$ cat src/rtl/framed_shiftregister.sv
// Framed bidirectional shift register for the SPI-style datapath.
// A parallel load starts a frame; each peripheral-clock edge strobe shifts one
// bit out and one bit in. After WIDTH strobes the received word is captured
// and frameDone pulses for one cycle. In continuous mode the next frame
// starts on the received contents without a reload.
//
// state | meaning
// IDLE  | no frame in progress; strobes are ignored
// SHIFT | frame in progress; each strobe moves one bit
module framed_shiftregister #(
  parameter int WIDTH      = 8,
  parameter bit MSB_FIRST  = 1'b1,
  parameter bit CONTINUOUS = 1'b0,
  parameter int CNT_W      = $clog2(WIDTH)
) (
  input  logic             clk,
  input  logic             reset,
  input  logic             peripheralClkEdge,
  input  logic             parallelLoad,
  input  logic [WIDTH-1:0] parallelDataIn,
  input  logic             serialDataIn,
  output logic             serialDataOut,
  output logic [WIDTH-1:0] parallelDataOut,
  output logic             frameDone,
  output logic             busy
);

  typedef enum logic {
    IDLE  = 1'b0,
    SHIFT = 1'b1
  } state_t;

  localparam logic [CNT_W-1:0] LAST_BIT = CNT_W'(WIDTH - 1);

  state_t             state;
  logic [WIDTH-1:0]   mem;
  logic [CNT_W-1:0]   bit_count;
  logic [WIDTH-1:0]   shift_word;
  logic               shift_out_bit;
  logic               load_out_bit;

  // Next shift-register contents and the outgoing bit for shift and load.
  always_comb begin
    shift_word    = '0;
    shift_out_bit = 1'b0;
    load_out_bit  = 1'b0;
    if (MSB_FIRST) begin
      shift_word    = {mem[WIDTH-2:0], serialDataIn};
      shift_out_bit = mem[WIDTH-2];
      load_out_bit  = parallelDataIn[WIDTH-1];
    end else begin
      shift_word    = {serialDataIn, mem[WIDTH-1:1]};
      shift_out_bit = mem[1];
      load_out_bit  = parallelDataIn[0];
    end
  end

  // Frame FSM: reset, then load (aborts any frame, drops a coincident strobe),
  // then strobe-driven shifting with explicit bit-counter wrap at frame end.
  always_ff @(posedge clk) begin
    if (reset) begin
      state           <= IDLE;
      mem             <= '0;
      bit_count       <= '0;
      serialDataOut   <= 1'b0;
      parallelDataOut <= '0;
      frameDone       <= 1'b0;
      busy            <= 1'b0;
    end else begin
      frameDone <= 1'b0;
      if (parallelLoad) begin
        mem           <= parallelDataIn;
        bit_count     <= '0;
        serialDataOut <= load_out_bit;
        state         <= SHIFT;
        busy          <= 1'b1;
      end else if (state == SHIFT && peripheralClkEdge) begin
        mem           <= shift_word;
        serialDataOut <= shift_out_bit;
        if (bit_count == LAST_BIT) begin
          bit_count       <= '0;
          parallelDataOut <= shift_word;
          frameDone       <= 1'b1;
          if (!CONTINUOUS) begin
            state <= IDLE;
            busy  <= 1'b0;
          end
        end else begin
          bit_count <= bit_count + CNT_W'(1);
        end
      end
    end
  end

endmodule

$ cat config.mk
export PLATFORM = sky130hd
export DESIGN_NAME = framed_shiftregister
export DESIGN_NICKNAME = d
export VERILOG_FILES = /design/src/rtl/framed_shiftregister.sv
export SDC_FILE = /design/constraint.sdc
export NUM_CORES = 1
export LEC_CHECK = 0
export BUFFER_PORTS_ARGS = -buffer_cell sky130_fd_sc_hd__buf_2
export CORE_ASPECT_RATIO = 0.75
export CORE_MARGIN = 8
export CORE_UTILIZATION = 40
export DETAILED_ROUTE_END_ITERATION = 8
export PLACE_DENSITY = 0.61
export SLEW_MARGIN = 15
export SYNTH_ARGS = -nofsm -noshare
export SYNTH_HDL_FRONTEND = slang
export SYNTH_SLANG_ARGS = --single-unit
$ cat constraint.sdc
create_clock -name clk -period 1.7 [get_ports clk]
set_clock_uncertainty 0.1 [all_clocks]
set_input_delay 0.085 -clock clk [delete_from_list [all_inputs] [get_ports clk]]
set_output_delay 0.085 -clock clk [all_outputs]
set_load 0.02 [all_outputs]
[Word-level counts from Yosys, hierarchy flattened]
Cells that the tools add are included.
Storage, ports and cells
  output and inout bits: 11
  bits in registers: 21
Operators by class
  equality and inequality tests: 1
  multiplexer cells: 9
  reduce and logical (&&, ||, !) cells: 7
  $add $sub $neg: 1
  bitwise logic cells: 2
Operators by type and width (number)
  $mux W7: 2
  $mux W1: 6
  $reduce_bool A2 Y1: 2
  $add A3 B1 Y3 const B: 1
  $eq A3 B3 Y1 const B: 1
  $mux W3: 1
  $reduce_and A3 Y1: 1
  $reduce_or A3 Y1: 1
  $not A1 Y1: 2
  $reduce_and A2 Y1: 1
  $reduce_or A2 Y1: 1
  $logic_and A1 B1 Y1: 1

[Depth between registers and ports, before layout]
Gate-level depths: netlist of the first run.
  depth after elaboration: 4
  depth in mapped cells: 5

[Worst setup path after synthesis of the first run]
No wires, ideal clock.
  path kind: register to register
  from: reg bit_count[0]
  to: reg parallelDataOut[0]
  period minus slack after synthesis: 1352 ps
  stages on the path, launching flop included: 6
  slack: 348 ps
  arrival: 1160 ps
  setup time: 92 ps
  cell sequence: dfxtp_1 > ha_1 > ha_1 > and4b_1 > buf_6 > o32ai_1
On the way
  cells in the longest elaborated chain, start to end: 2
Ends and longest elaborated chain
  from (decl): RTL line 37  | logic [CNT_W-1:0] bit_count;
  from (signal assigned): RTL line 89  | bit_count <= bit_count + CNT_W'(1);
  $eq A3 B3 Y1: RTL line 80  | if (bit_count == LAST_BIT) begin
  $reduce_and A3 Y1 (no line)
  to (signal assigned): RTL line 82  | parallelDataOut <= shift_word;
  to (decl): RTL line 23  | output logic [WIDTH-1:0] parallelDataOut,
Every way passes these cells.
A chain may end at the register's enable or synchronous reset.

==> impl_metrics.yaml, run 1 <==
run_status:
  run_status: "completed"
global_routing:
  grt_pass1_vias: 836
  grt_overflow: 0
  grt.total_usage: 0.103
  antenna_found_initial: 0
  grt_pass1_wl_mm: 3.89
  grt_max_degree: 32
floorplanning:
  num_rows: 16
  die_area_mm2: 0.00464
  initial_core_util: 0.419
  core_mm2: 0.00258
  io_pins: 24
  die_h_um: 61.0
  fp.dieW_um: 76.0
synth:
  yosysSeqAreaShare: 0.389
  yosys.area_share.simple: 0.221
  synthXorXnorAreaFrac: 0
  synth_mux_area_frac: 0
  synth.most_common_cell: "dfxtp_1"
  syn_nets: 117
  synthAdderAreaFrac: 0.0231
  synth_edf_count: 0
  synthFlopType: "dfxtp_1"
  synth_top_family_by_area: "compound AO/OA/AOI/OAI gates"
  yosys-top-cells-area: "dfxtp_1 39%, a2111oi_2 11%, o32ai_1 6.5%"
  syn-cell-area_mm2: 0.00108
  synth-seq-cells: 21
  synth_compound_area_frac: 0.262
  yosysTopAreaCellShare: 0.389
  yosysWarnings: 0
  synth_async_sr_flop_share: 0
  syn_area_per_cell_um2: 10.6
  netlist_instances: 102
  yosysUniqueCellTypes: 24
  synth_top_area_cell: "dfxtp_1"
worst_hold_path:
  min_path_cells: 3
  min_to: "serialDataOut"
  hold_path_class: "in -> reg"
  hp-start: "parallelDataIn[7]"
layout:
  finalInstanceArea_mm2: 0.00119
  final_util: 0.462
  area_delta_synth_final_pct: 10.3
  n_antenna_cell: 0
  drive_gt1_frac: 0.350
  final_cell_count_no_fill: 156
  layout.nets: 136
clocking:
  clk_path_buf_depth: 2
  path_clk_slew_ps: 120
  post_cts_resized: 0
  cts_tree: "built"
  clock-sinks: 21
  htreeDepth: 1
  post_cts_buffers: 0
  clk_latency_ps: 310
  cts_root_buf: "clkbuf_4"
  cts_hold_buf: 0
  cts_buffers: 3
detailed_routing:
  drtAntennaViolNets: 0
  vias: 815
  drt-pass1-iter-count: 4
  drc: 0
  totalWireLength_mm: 2.20
  routedWlPerCell_um: 14.1
  vias_per_cell: 5.22
  drt_iter0_drc: 66
timing:
  rsz0062_at_grt: "false"
  worst_pin_slew_ps: 497
  setup_tns_ps: 0
  setup_viol_count_final: 0
  drv_slew: 0
  period_share: 0.900
  fmax_mhz: 653
  final-hold-violation-count: 0
  maxSlewHeadroom: 0.669
  period_minus_slack_ps: 1530
place:
  dpl_cell_area_mm2: 0.00116
  dp_hpwl_mm: 1.58
  place.gp.congestion: 0.702
  port_buffers: 23
  dp.cells: 152
power_and_ir_drop:
  max-vdd-ir-drop_uv: 405
  power_leakage_uw: 0.000445
  p_per_area_mw_per_mm2: 745
critical_path:
  r2r_setup_slack_ps: 240
  worst_r2r_startpoint: "bit_count[0]"
  timing.rr.end: "parallelDataOut[4]"
  cp.arrival_ps: 1350
  worstSetupPathType: "reg -> out"
  start_kind: "register"
  rr_worst_depth: 4
  crit_required_ps: 1510
  path_max_fanout: 13
  end_kind: "output pin"
flow_run:
  maxCapViolations: 0
kinds of logic (layout without fill, tap and decap cells):
kind of cell | after synthesis | in the layout
adders and majority gates | 2 | 2
and+or+nand+nor | 33 | 33
DFF | 21 | 21
buffers and inverters | 18 | 36
AOI/OAI and AO/OA | 28 | 28
critical path: stages, from the launching register on:
cell and delay, ps:
dfxtp_1 620, buf_4 240, buf_2 180
metrics by stage:
stage	total power, µW	setup WS, ps	hold WS (ps)
after floorplan	635	348	179
final	888	169	4.77
after global routing	943	68.0	5.40
after detailed placement	659	252	337
after CTS	902	160	1.77
after global placement	656	323	327
metal layers:
| layer | global-route usage | vias up | part of all wire |
|---|---|---|---|
| li1 | - | 423 | - |
| met4 | 0.0333 | 0 | 0.014 |
| met5 | 0 | - | 0 |
| met1 | 0.125 | 370 | 0.49 |
| met2 | 0.164 | 20 | 0.44 |
| met3 | 0.0408 | 2 | 0.057 |
registers in the layout, summed over array words and instances (netlist names):
register and cells:
parallelDataOut 8, mem 7, frameDone 1, bit_count 3, state 1, serialDataOut 1
worst max path at each step:
stage          slack [ps]         start  cells past startpoint                  to
6_report              170         state                      2                busy
2_1_floorplan         350  bit_count[0]                      5  parallelDataOut[0]
3_5_place_dp          250  bit_count[0]                      4  parallelDataOut[3]
5_1_grt                70         state                      2                busy
3_3_place_gp          320  bit_count[0]                      4  parallelDataOut[6]
4_1_cts               160         state                      2                busy
cells in the final DEF, fill, tap and decap left out, types with 3 or more instances in the layout:
| master | n |
|---|---|
| buf_2 | 23 |
| dfxtp_1 | 21 |
| inv_1 | 8 |
| or3b_1 | 8 |
| o32ai_1 | 8 |
| nor2b_1 | 8 |
| a2111oi_2 | 8 |
| nor2_1 | 5 |
| nor4bb_1 | 4 |
| a211oi_1 | 4 |
| nand3_1 | 3 |
| a21bo_2 | 3 |
| a21oi_1 | 3 |
| clkbuf_4 | 3 |
power by group:
| group | total [µW] | switching [µW] | internal (µW) |
|---|---|---|---|
| registers | 526 | 15.6 | 510 |
| clock network | 242 | 154 | 87.8 |
| logic | 121 | 66.5 | 54.5 |
layout make-up:
cell class	count	area (µm²)
clock buffer	3	22.5
clock inverter	1	5.00
fill	261	1390
inverter	8	30.0
multi-input combinational	63	547
sequential	21	420
tap	36	45.0
timing repair buffer	24	123
Power figures use the tool's default switching activity.
==> run 2: changes to the inputs <==
- clock period: 1.7 -> 1.5 ns (I/O delays scaled with it)
==> run 2 against run 1 <==
Compared with the run above: clock power is 12% higher; cell count is 4.5% higher; non-clock buffer count increased by 7; power is 16% higher; flip-flop and latch count stayed put; critical path depth increased by 2; worst setup slack got worse by 64 ps; wire length is 1.1% higher; die area unchanged; global-route usage decreased by 0.060 points.
==> impl_metrics.yaml, run 2 (synthesized netlist as in run 1, its figures left out) <==
layout:
  n_antenna_cell: 0
  drive_gt1_frac: 0.402
  fill_cells: 246
  area_delta_synth_final_pct: 23.0
  largest_reg_flops: 8
  final_cell_mix: "23 x buf_2, 20 x dfxtp_1"
  reg_top3: "parallelDataOut: 8 flops, mem: 7 flops, bit_count: 3 flops"
  layout.nets: 143
  regMostFlops: "parallelDataOut"
  final_common_cell: "buf_2"
timing:
  period_share: 0.929
  rsz0062_at_grt: "false"
  final-hold-violation-count: 0
  setup_tns_ps: 0
  drv_slew: 0
  period_minus_slack_ps: 1390
  fmax_mhz: 717
  maxSlewHeadroom: 0.622
  setup_viol_count_final: 0
  finalWorstSetupSlack_ps: 106
  worst_pin_slew_ps: 567
critical_path:
  timing.rr.end: "parallelDataOut[0]"
  crit_start: "bit_count[0]"
  rr_worst_depth: 4
  path_delay_family: "adder cells"
  crit_chain: "ha_1 -> ha_1 -> and4b_4 -> o32ai_1"
  cp-endpoint: "parallelDataOut[0]"
  start_kind: "register"
  cp_slowest_stage_delay_ps: 340
  path_max_fanout: 8
  cp.arrival_ps: 1520
  cpMaxStageDelayCell: "dfxtp_2"
  worst_r2r_startpoint: "bit_count[0]"
  path_common_cell: "ha_1"
  end_kind: "register"
  crit_required_ps: 1630
  cp_num_buf_inv: 0
  worstSetupPathType: "reg -> reg"
  r2r_setup_slack_ps: 110
  worst-path-stages: 4
detailed_routing:
  drc: 0
  totalWireLength_mm: 2.22
  routedWlPerCell_um: 13.6
  drtAntennaViolNets: 0
  drt_iter0_drc: 39
  vias: 845
  vias_per_cell: 5.18
  drt-pass1-iter-count: 4
clocking:
  htreeDepth: 1
  cts_tree: "built"
  cts_root_buf: "clkbuf_4"
  cts_buffers: 3
  clk_latency_ps: 300
  clk_path_buf_depth: 2
  path_clk_slew_ps: 120
  post_cts_buffers: 0
  clock-sinks: 21
global_routing:
  grt_pass1_wl_mm: 3.88
  grt_max_degree: 32
  grt.total_usage: 0.102
  antenna_found_initial: 0
  grt_pass1_vias: 841
  grt_overflow: 0
place:
  port_buffers: 23
  dp_slack_ps: 60.1
  dp_hpwl_mm: 1.58
  place.gp.congestion: 0.691
power_and_ir_drop:
  p_total_uw: 1030
  p_per_area_mw_per_mm2: 774
  max-vdd-ir-drop_uv: 429
  power_leakage_uw: 0.000488
floorplanning:
  initial_core_util: 0.419
  core_mm2: 0.00258
  die_area_mm2: 0.00464
  fp.dieW_um: 76.0
  io_pins: 24
  num_rows: 16
  die_h_um: 61.0
run_status:
  run_status: "completed"
flow_run:
  maxCapViolations: 0
worst_hold_path:
  hold_path_class: "in -> reg"
## run 2: routing by layer
layer | wire (µm) | global-route usage | part of all wire
met3 | 151 | 0.0452 | 0.068
met2 | 972 | 0.170 | 0.44
met1 | 1070 | 0.117 | 0.48
met4 | 27 | 0.0333 | 0.012
met5 | 0 | 0 | 0
## run 2: power by group
group,switching (µW),internal (µW),leakage [µW]
Combinational,86.2,79.3,0.000299
Clock,173,99.5,0.0000177
Sequential,12.7,578,0.000172
## run 2: worst register-to-register path: stages, from the launching register on
cell	delay, ps
dfxtp_2	340
ha_1	190
ha_1	230
and4b_4	250
o32ai_1	210
## run 2: how the worst min path moves through the flow
stage | end | from | depth (start not counted) | slack [ps]
after floorplan | parallelDataOut[0] | reset | 2 | 170
after global placement | serialDataOut | parallelDataIn[7] | 3 | 320
after detailed placement | serialDataOut | parallelDataIn[7] | 3 | 330
after CTS | mem[5] | parallelDataIn[5] | 3 | 10
after global routing | parallelDataOut[0] | serialDataIn | 3 | 20
final | mem[4] | parallelDataIn[4] | 3 | 40
## run 2: repair_timing
| item | in CTS | in global routing |
|---|---|---|
| hold buffers | 6 | 1 |
| hold endpoints to repair | 6 | 1 |
| gates resized for setup | 0 | 10 |
| endpoints found under the setup margin | 0 | 8 |
## run 2: final cells by class
cell class / count / area (µm²) / area share
clock buffers: 3 / 22.5 / 0.0169
clock inverters: 1 / 5.00 / 0.00376
inverters: 8 / 30.0 / 0.0226
multi-input cells: 63 / 601 / 0.452
flip-flops and latches: 21 / 422 / 0.317
well taps: 36 / 45.0 / 0.0339
repair buffers: 31 / 205 / 0.154
## run 2: metrics by stage
stage	hold slack, ps	cell area, µm²	util	std cells
6_report	35.0	1330	0.515	163
5_1_grt	21.5	1330	0.515	163
4_1_cts	11.9	1260	0.490	162
3_5_place_dp	325	1180	0.456	152
3_3_place_gp	319	1180	0.456	152
2_1_floorplan	169	1080	-	102
